$ cat config.mk
export PLATFORM = sky130hd
export DESIGN_NAME = uart_matrix_loader_flat
export DESIGN_NICKNAME = d
export VERILOG_FILES = /design/src/rtl/uart_matrix_loader_pkg.sv /design/src/rtl/uart_matrix_loader_if.sv /design/src/rtl/uart_matrix_loader_rx_core.sv /design/src/rtl/uart_matrix_loader.sv /design/src/flat_wrapper.sv
export SDC_FILE = /design/constraint.sdc
export NUM_CORES = 1
export LEC_CHECK = 0
export ABC_AREA = 1
export CELL_PAD_IN_SITES_DETAIL_PLACEMENT = 0
export CELL_PAD_IN_SITES_GLOBAL_PLACEMENT = 1
export CORE_ASPECT_RATIO = 1.75
export CORE_UTILIZATION = 45
export DETAILED_ROUTE_END_ITERATION = 16
export GPL_ROUTABILITY_DRIVEN = 0
export HOLD_SLACK_MARGIN = 0.02
export PLACE_DENSITY = 0.87
export SETUP_SLACK_MARGIN = 0.02
export SLEW_MARGIN = 15
export SYNTH_ARGS = -nofsm -noshare
export SYNTH_HDL_FRONTEND = slang
export SYNTH_HIERARCHICAL = 1
export SYNTH_SLANG_ARGS = --single-unit
$ cat constraint.sdc
create_clock -name clk -period 3.2 [get_ports clk]
set_input_delay 0.96 -clock clk [delete_from_list [all_inputs] [get_ports clk]]
set_output_delay 0.96 -clock clk [all_outputs]
set_load 0.02 [all_outputs]
$ cat src/rtl/uart_matrix_loader_pkg.sv
// ---------------------------------------------------------------------------
// uart_matrix_loader_pkg
// Shared types and constants for the UART matrix loader:
//   - loader_state_t : loader FSM states (IDLE/RECEIVING/STORE/DONE)
//   - rx_state_t     : UART receiver states
//   - baud table     : BAUD_SEL -> baud rate, plus oversample divider helper
//   - frame layout   : START_BIT / STOP_BIT positions in the 10-bit frame
// ---------------------------------------------------------------------------
package uart_matrix_loader_pkg;

    typedef enum logic [1:0] {
        ST_IDLE,
        ST_RECEIVING,
        ST_STORE,
        ST_DONE
    } loader_state_t;

    typedef enum logic [1:0] {
        RX_IDLE,
        RX_START,
        RX_DATA,
        RX_STOP
    } rx_state_t;

    localparam int unsigned BAUD_9600   = 9600;
    localparam int unsigned BAUD_19200  = 19200;
    localparam int unsigned BAUD_57600  = 57600;
    localparam int unsigned BAUD_115200 = 115200;
    localparam int unsigned OVERSAMPLE  = 8;

    localparam int unsigned START_BIT = 0;
    localparam int unsigned STOP_BIT  = 9;
    localparam int unsigned FRAME_W   = 10;

    function automatic int unsigned baud_rate(input int sel);
        case (sel)
            1:       return BAUD_19200;
            2:       return BAUD_57600;
            3:       return BAUD_115200;
            default: return BAUD_9600;
        endcase
    endfunction

    // Clocks per oversample tick; clamped to 1 so a tiny clock still ticks.
    function automatic int unsigned baud_div(input int unsigned clk_hz, input int sel);
        int unsigned d;
        d = clk_hz / (baud_rate(sel) * OVERSAMPLE);
        return (d == 0) ? 1 : d;
    endfunction

endpackage

$ cat src/rtl/uart_matrix_loader_if.sv
// ---------------------------------------------------------------------------
// uart_matrix_loader_if
// Read port of the matrix memory.
//   read_en      : read strobe (data appears one clk later)
//   read_address : element index; out-of-range indices read as 0
//   data_out     : registered read data
// master = downstream consumer, slave = uart_matrix_loader.
// ---------------------------------------------------------------------------
interface uart_matrix_loader_if;
    logic        read_en;
    logic [31:0] read_address;
    logic [7:0]  data_out;

    modport master (output read_en, output read_address, input data_out);
    modport slave  (input read_en, input read_address, output data_out);
endinterface

$ cat src/rtl/uart_matrix_loader_rx_core.sv
// ---------------------------------------------------------------------------
// uart_rx_core
// 8N1 UART receiver with 8x oversample tick generator and 2-flop synchroniser.
//   clk, rst  : clock, async active-high reset
//   rx_data   : serial input, idles high
//   rx_busy   : high from start-edge detect until the stop-bit sample
//   frame     : {stop, data[7:0], start}, data LSB first
//   frame_ok  : stop bit sampled as 1
// ---------------------------------------------------------------------------
module uart_rx_core
    import uart_matrix_loader_pkg::*;
#(
    parameter int unsigned CLK_FREQ_HZ = 100_000_000,
    parameter int          BAUD_SEL    = 0
) (
    input  logic               clk,
    input  logic               rst,
    input  logic               rx_data,
    output logic               rx_busy,
    output logic [FRAME_W-1:0] frame,
    output logic               frame_ok
);

    localparam int unsigned DIV = baud_div(CLK_FREQ_HZ, BAUD_SEL);

    logic [31:0]        r_div_cnt;
    logic               w_tick;
    logic [1:0]         r_sync;
    logic               r_rx_d;
    logic               w_rx;
    logic               w_fall;
    rx_state_t          r_state, w_state_nx;
    logic [2:0]         r_tcnt, w_tcnt_nx;
    logic [2:0]         r_bit, w_bit_nx;
    logic [FRAME_W-1:0] r_frame, w_frame_nx;

    assign w_tick = (r_div_cnt == 32'(DIV - 1));
    assign w_rx   = r_sync[1];
    assign w_fall = r_rx_d & ~w_rx;

    always_ff @(posedge clk or posedge rst) begin
        if (rst) begin
            r_div_cnt <= '0;
        end else if (w_tick) begin
            r_div_cnt <= '0;
        end else begin
            r_div_cnt <= r_div_cnt + 32'd1;
        end
    end

    always_ff @(posedge clk or posedge rst) begin
        if (rst) begin
            r_sync <= '1;
            r_rx_d <= 1'b1;
        end else begin
            r_sync <= {r_sync[0], rx_data};
            r_rx_d <= w_rx;
        end
    end

    always_ff @(posedge clk or posedge rst) begin
        if (rst) begin
            r_state <= RX_IDLE;
            r_tcnt  <= '0;
            r_bit   <= '0;
            r_frame <= '0;
        end else begin
            r_state <= w_state_nx;
            r_tcnt  <= w_tcnt_nx;
            r_bit   <= w_bit_nx;
            r_frame <= w_frame_nx;
        end
    end

    always_comb begin
        w_state_nx = r_state;
        w_tcnt_nx  = r_tcnt;
        w_bit_nx   = r_bit;
        w_frame_nx = r_frame;
        case (r_state)
            RX_IDLE: begin
                // Frame is cleared on every start so a false start reads as stop=0.
                if (w_fall) begin
                    w_state_nx = RX_START;
                    w_tcnt_nx  = '0;
                    w_bit_nx   = '0;
                    w_frame_nx = '0;
                end
            end
            RX_START: begin
                if (w_tick) begin
                    if (r_tcnt == 3'd3) begin
                        if (w_rx) begin
                            w_state_nx = RX_IDLE;
                        end else begin
                            w_frame_nx[START_BIT] = w_rx;
                            w_state_nx = RX_DATA;
                            w_tcnt_nx  = '0;
                        end
                    end else begin
                        w_tcnt_nx = r_tcnt + 3'd1;
                    end
                end
            end
            RX_DATA: begin
                if (w_tick) begin
                    w_tcnt_nx = r_tcnt + 3'd1;
                    if (r_tcnt == 3'd7) begin
                        // Shift in from the top: after 8 bits the first lands at bit 1.
                        w_frame_nx[STOP_BIT-1:START_BIT+1] = {w_rx, r_frame[STOP_BIT-1:START_BIT+2]};
                        if (r_bit == 3'd7) begin
                            w_state_nx = RX_STOP;
                        end else begin
                            w_bit_nx = r_bit + 3'd1;
                        end
                    end
                end
            end
            RX_STOP: begin
                if (w_tick) begin
                    w_tcnt_nx = r_tcnt + 3'd1;
                    if (r_tcnt == 3'd7) begin
                        w_frame_nx[STOP_BIT] = w_rx;
                        w_state_nx = RX_IDLE;
                    end
                end
            end
            default: w_state_nx = RX_IDLE;
        endcase
    end

    assign rx_busy  = (r_state != RX_IDLE);
    assign frame    = r_frame;
    assign frame_ok = r_frame[STOP_BIT];

endmodule

$ cat src/rtl/uart_matrix_loader.sv
// ---------------------------------------------------------------------------
// uart_matrix_loader
// Loads ROW*COLUMN bytes received over UART into a byte memory and flags
// completion; the memory is readable through a registered read port.
//   clk, rst          : clock, async active-high reset
//   rx_data           : UART serial input
//   write_en          : permits accepting/storing bytes
//   written_completed : high while the matrix is full
//   rd (slave)        : read_en, read_address[31:0] -> data_out[7:0]
// ---------------------------------------------------------------------------
module uart_matrix_loader
    import uart_matrix_loader_pkg::*;
#(
    parameter int unsigned ROW         = 2,
    parameter int unsigned COLUMN      = 2,
    parameter int unsigned CLK_FREQ_HZ = 100_000_000,
    parameter int          BAUD_SEL    = 0
) (
    input  logic                 clk,
    input  logic                 rst,
    input  logic                 rx_data,
    input  logic                 write_en,
    output logic                 written_completed,
    uart_matrix_loader_if.slave  rd
);

    localparam int unsigned TOTAL = ROW * COLUMN;
    localparam int unsigned AW    = (TOTAL > 1) ? $clog2(TOTAL) : 1;

    logic               w_rx_busy;
    logic [FRAME_W-1:0] w_frame;
    logic               w_frame_ok;
    logic               w_frame_good;
    logic               r_busy_d;
    logic               w_busy_rise;
    logic               w_busy_fall;
    logic               w_store;
    loader_state_t      r_state, w_state_nx;
    logic [31:0]        r_count;
    logic [7:0]         r_mem [TOTAL];
    logic [7:0]         r_data_out;

    uart_rx_core #(
        .CLK_FREQ_HZ (CLK_FREQ_HZ),
        .BAUD_SEL    (BAUD_SEL)
    ) u_rx (
        .clk      (clk),
        .rst      (rst),
        .rx_data  (rx_data),
        .rx_busy  (w_rx_busy),
        .frame    (w_frame),
        .frame_ok (w_frame_ok)
    );

    // Only a start seen with write_en high opens a byte; mid-frame enables are ignored.
    assign w_busy_rise  = w_rx_busy & ~r_busy_d;
    assign w_busy_fall  = ~w_rx_busy & r_busy_d;
    assign w_frame_good = w_frame_ok & w_frame[STOP_BIT] & ~w_frame[START_BIT];

    always_comb begin
        w_state_nx = r_state;
        w_store    = 1'b0;
        case (r_state)
            ST_IDLE: begin
                if (w_busy_rise && write_en) w_state_nx = ST_RECEIVING;
            end
            ST_RECEIVING: begin
                if (w_busy_fall) w_state_nx = w_frame_good ? ST_STORE : ST_IDLE;
            end
            ST_STORE: begin
                w_store    = 1'b1;
                w_state_nx = (r_count >= 32'(TOTAL - 1)) ? ST_DONE : ST_IDLE;
            end
            ST_DONE: w_state_nx = ST_DONE;
            default: w_state_nx = ST_IDLE;
        endcase
    end

    always_ff @(posedge clk or posedge rst) begin
        if (rst) begin
            r_state  <= ST_IDLE;
            r_busy_d <= 1'b0;
            r_count  <= '0;
        end else begin
            r_state  <= w_state_nx;
            r_busy_d <= w_rx_busy;
            if (w_store) r_count <= r_count + 32'd1;
        end
    end

    always_ff @(posedge clk or posedge rst) begin
        if (rst) begin
            for (int unsigned i = 0; i < TOTAL; i++) r_mem[i] <= '0;
            r_data_out <= '0;
        end else begin
            if (w_store && write_en) r_mem[r_count[AW-1:0]] <= w_frame[STOP_BIT-1:START_BIT+1];
            if (rd.read_en) begin
                r_data_out <= (rd.read_address < 32'(TOTAL)) ? r_mem[rd.read_address[AW-1:0]] : '0;
            end
        end
    end

    assign rd.data_out       = r_data_out;
    assign written_completed = (r_state == ST_DONE);

endmodule

$ cat src/flat_wrapper.sv
// flat-port wrapper written by rule: the top's interface ports become plain ports
module uart_matrix_loader_flat import uart_matrix_loader_pkg::*;
#(
    parameter int unsigned ROW         = 2,
    parameter int unsigned COLUMN      = 2,
    parameter int unsigned CLK_FREQ_HZ = 100_000_000,
    parameter int          BAUD_SEL    = 0
)
  (clk, rst, rx_data, write_en, written_completed, rd_read_en, rd_read_address, rd_data_out);
  uart_matrix_loader_if rd_i ();
  input  logic clk;
  input  logic rst;
  input  logic rx_data;
  input  logic write_en;
  output logic written_completed;
  input wire logic [$bits(rd_i.read_en)-1:0] rd_read_en;
  input wire logic [$bits(rd_i.read_address)-1:0] rd_read_address;
  output wire logic [$bits(rd_i.data_out)-1:0] rd_data_out;
  assign rd_i.read_en = rd_read_en;
  assign rd_i.read_address = rd_read_address;
  assign rd_data_out = rd_i.data_out;
  uart_matrix_loader #(.ROW(ROW), .COLUMN(COLUMN), .CLK_FREQ_HZ(CLK_FREQ_HZ), .BAUD_SEL(BAUD_SEL)) u_core (.clk(clk), .rst(rst), .rx_data(rx_data), .write_en(write_en), .written_completed(written_completed), .rd(rd_i));
endmodule
==> results.md <==
- The flow ran to the end, and the final reports show no timing, DRC or antenna violations.
- The reg-to-reg critical path endpoint is u_core/u_rx/r_div_cnt[24].
- The worst slew slack as a fraction of its limit is 55.0%.
- The most used flip-flop cell after synthesis is dfrtp_1.
- The initial core utilization is 45.8%.
- The top-level I/O count is 46.
- In the final layout, the multi-input gates occupy 3150 sq um.
- In this run the standard cell core region covers 14800 sq um.
- When the netlist entered floorplanning its net count stood at 892.
- Of the total power, combinational logic draws 10.9%.
- IR analysis of the VDD net gives a maximum drop of 321 uV.
- The number of max-capacitance violations reported is 0.
- Sequential elements use 46.8% of the synthesized area.
- The total number of H-tree levels is 4.
- The CTS tree is yes.
- The met2 track demand over resource is 39.0%.
- Buffers added to address setup during post-CTS repair amount to 0.
- The clock insertion delay at the later pin of the skew report is 0.41 ns.
- Across the routed clock network, the largest skew measured is 0.0131 ns.
- The kind of path behind the tightest hold check is flop to flop.
- The slew at the pin closest to its max-slew limit is 0.675 ns.
- Hold repair after CTS inserted 0 buffers.
- The worst hold path begins at u_core/u_rx/r_sync[0].
- In this run the power density over the cells is 520 nW/um^2.
- The classification of the worst setup path is flop to output port.
- The total CTS buffers is 17.
- For this run, asynchronously set or reset flops after synthesis account for 100%.
- After the first detailed-routing iteration, the DRC count stood at 240.
- The number of setup violations in the final report is 0.
- Entering global routing, the biggest net connects 76 pins.
- 0 antenna diodes ended up in the layout.
- The floorplan step set the die width to 94.9 um.
- The clock-pin slew on the worst setup and hold paths is 0.06 ns.
- The number of vias per cell after detailed routing is 4.97.
- The met1 usage in global routing is 22.7%.
- The critical path arrival is 1.62 ns.
- Across all register-to-register paths, the minimum setup slack is 1.36 ns.
- The wire length of the first global-routing pass is 25200 um.
- The hold path endpoint is u_core/u_rx/r_sync[1].
- The number of nets in the layout is 947.
- Cells with a size suffix above 1 make up 11.1% of the layout.
- Setup repair after global routing left no endpoint under its margin.
- The area after detailed placement is 7430 sq um.
- The first-pass iteration count of the detailed router is 4.
- In this run the static leakage power is 3.83 nW.
- The number of synthesized flops with an enable pin is 0.
- The total routed wirelength is 15000 um.
- The setup TNS is 0 ns.
- No sink is reached through more buffers than the 2 on the longest clock path.
- The most congested layer reported by global routing is met2.
- The startpoint identified for the worst register-to-register timing path is u_core/u_rx/r_div_cnt[0].
- The worst register-to-register path has a depth of 9.
- The fraction of power spent switching nets is 25.3%.
- Timing analysis after detailed placement gives a worst setup slack of 0.762 ns.
- The tree built by TritonCTS fans out to 127 sinks.
- The via count of the first global-routing pass is 5433.
- The detailed placement HPWL is 11300 um.
- The clock tree root buffer cell is clkbuf_16.
- The number of fillers in the final layout is 1411.
- Port buffering added 45 buffers.
- In the layout the commonest cells are nand2_1 (234), dfrtp_1 (124), nor2_1 (102).
- The cell area after technology mapping is 6800 sq um.
- The sequential share of power is 40.9%.
- The chip height is 165 um.
- The overall die area is 15600 sq um.
- Across every metal layer, demand over resource in global routing totals 21.0%.
- Internal power comes to 3.13 mW.
- Once routing completed, OpenROAD measured the worst setup slack at 0.618 ns.
- The worst setup path is captured at an output port.
- During synthesis, Yosys emitted a total of 6 warnings.
- Yosys mapped the design onto 43 distinct sky130hd cell types.
- The finished layout cell area is 8050 sq um.
- The remaining antenna violation count is 0.
- Global routing consumed, on the met3 layer, 3.50% of the routing resources.
- The routed layout has 5438 vias.
- Based on the critical path, the design can be clocked at up to 387 MHz.
- Per report_power, the clock group accounts for 48.2% of the total.
- The post-synthesis instance total is 843.
- The hold violation total from the final report came to 0.
- The count of instances resized after the clock tree is built is 0.
- The worst hold path depth is 0.
- The library cell used most frequently in the layout, excluding fill and tap cells, is nand2_1.
- After detailed routing, the average wire length per cell comes to 13.7 um.
- The mean instance size in the synthesized netlist is 8.07 sq um.
- The initial antenna violation count is 0.
- The total congestion overflow is 0.
- The area of all sequential standard cells is 3180 sq um.
- The switching power is 1.06 mW.
- In this run, synthesis produced a sequential element count of 127.
- After layout, the minimum clock period comes to 2.58 ns.
- The worst path required time is 2.24 ns.
- Along the worst path, the maximum fanout reaches 5.
- The placement row count is 59.
- After layout, the worst path uses 80.7% of the clock period.
- The layout overhead on the synthesized area is 18.5%.
- The number of pins with negative max-slew slack in the final report is 0.
- The startpoint type of the worst setup path is a flop.
- In the routed design, unresolved DRC markers number 0.
==> synthesized netlist by cell type, types with 2 or more instances <==
cell type	n	area, sq um
buf_6	2	22.5
xnor2_1	10	87.6
nand2_4	5	56.3
nand3b_1	5	37.5
a31oi_1	3	18.8
dfstp_2	3	78.8
buf_4	2	15.0
nor3_1	26	130
xor2_1	35	307
nor2_4	4	45.0
nand4_1	18	113
or2_2	3	18.8
nor2_2	10	62.6
o21ai_0	39	195
o21ai_2	8	70.1
mux2i_1	8	80.1
inv_2	14	52.6
inv_1	89	334
o22ai_1	8	50.1
nand2_1	234	878
nor2_1	102	383
a21oi_1	5	25.0
dfrtp_1	124	3100
nand2_2	7	43.8
nand3_2	2	20.0
buf_2	6	30.0
nor3_2	4	40.0
o21ai_1	14	70.1
ha_1	12	150
nand3_1	28	140
==> worst max-delay path by stage <==
stage | to | start
floorplan | u_core/r_busy_d | rst
CTS | written_completed | u_core/r_state[1]
finish | written_completed | u_core/r_state[1]
global route | written_completed | u_core/r_state[1]
detailed placement | u_core/rd.data_out[6] | rd_read_address[0]
global placement | u_core/rd.data_out[0] | rd_read_address[16]
==> registers in the layout, summed over array words and instances (netlist names), named ones only <==
| register | cells |
|---|---|
| u_core/r_count | 32 |
| u_core/r_mem | 32 |
| u_core/u_rx/r_div_cnt | 32 |
| u_core/u_rx/frame | 9 |
| u_core/rd.data_out | 8 |
| u_core/u_rx/r_bit | 3 |
| u_core/u_rx/r_tcnt | 3 |
| u_core/r_state | 2 |
| u_core/u_rx/r_sync | 2 |
| u_core/r_busy_d | 1 |
| u_core/u_rx/r_rx_d | 1 |
| u_core/u_rx/r_state | 1 |
==> power groups by stage <==
stage | logic, mW | clock network, mW | registers [mW]
6_report | 0.458 | 2.02 | 1.71
5_1_grt | 0.525 | 2.15 | 1.72
4_1_cts | 0.468 | 2.07 | 1.71
3_5_place_dp | 0.467 | 0 | 1.74
3_3_place_gp | 0.459 | 0 | 1.74
2_1_floorplan | 0.390 | 0 | 1.72
==> stage by stage <==
stage / instances / hold slack (ns) / utilization (%) / power [mW]
after floorplan: 843 / 0.345 / - / 2.11
final: 1094 / 0.354 / 54.3 / 4.19
after global placement: 1062 / 0.346 / 50.1 / 2.20
after global routing: 1094 / 0.362 / 54.3 / 4.39
after detailed placement: 1062 / 0.347 / 50.1 / 2.21
after CTS: 1094 / 0.355 / 54.3 / 4.25
==> kinds of logic after synthesis <==
logic type	synth area share, %
simple gates	30.0
other cells	0.0552
fa+ha+maj	2.21
xor+xnor	6.04
buf+inv	6.86
mux	1.18
flops	46.8
compound gates	6.88
==> metal layers <==
metal	routed length, um	share of wire [%]
met2	8180	55
met4	382	2.5
met1	6020	40
met3	406	2.7
met5	0	0
==> cell type report <==
class / count / area share (%)
Sequential cell: 127 / 39.5
Multi-Input combinational cell: 601 / 39.1
Timing Repair Buffer: 48 / 6.03
Clock buffer: 19 / 5.38
Inverter: 103 / 4.80
Tap cell: 183 / 2.84
Clock inverter: 13 / 2.33
==> worst max-delay path, stage by stage (launching register included) <==
cell and delay, ns:
dfrtp_1 0.45, nand2_1 0.12, inv_1 0.06, clkdlybuf4s50_1 0.59
Note: power is estimated with default switching activity, not from simulation.
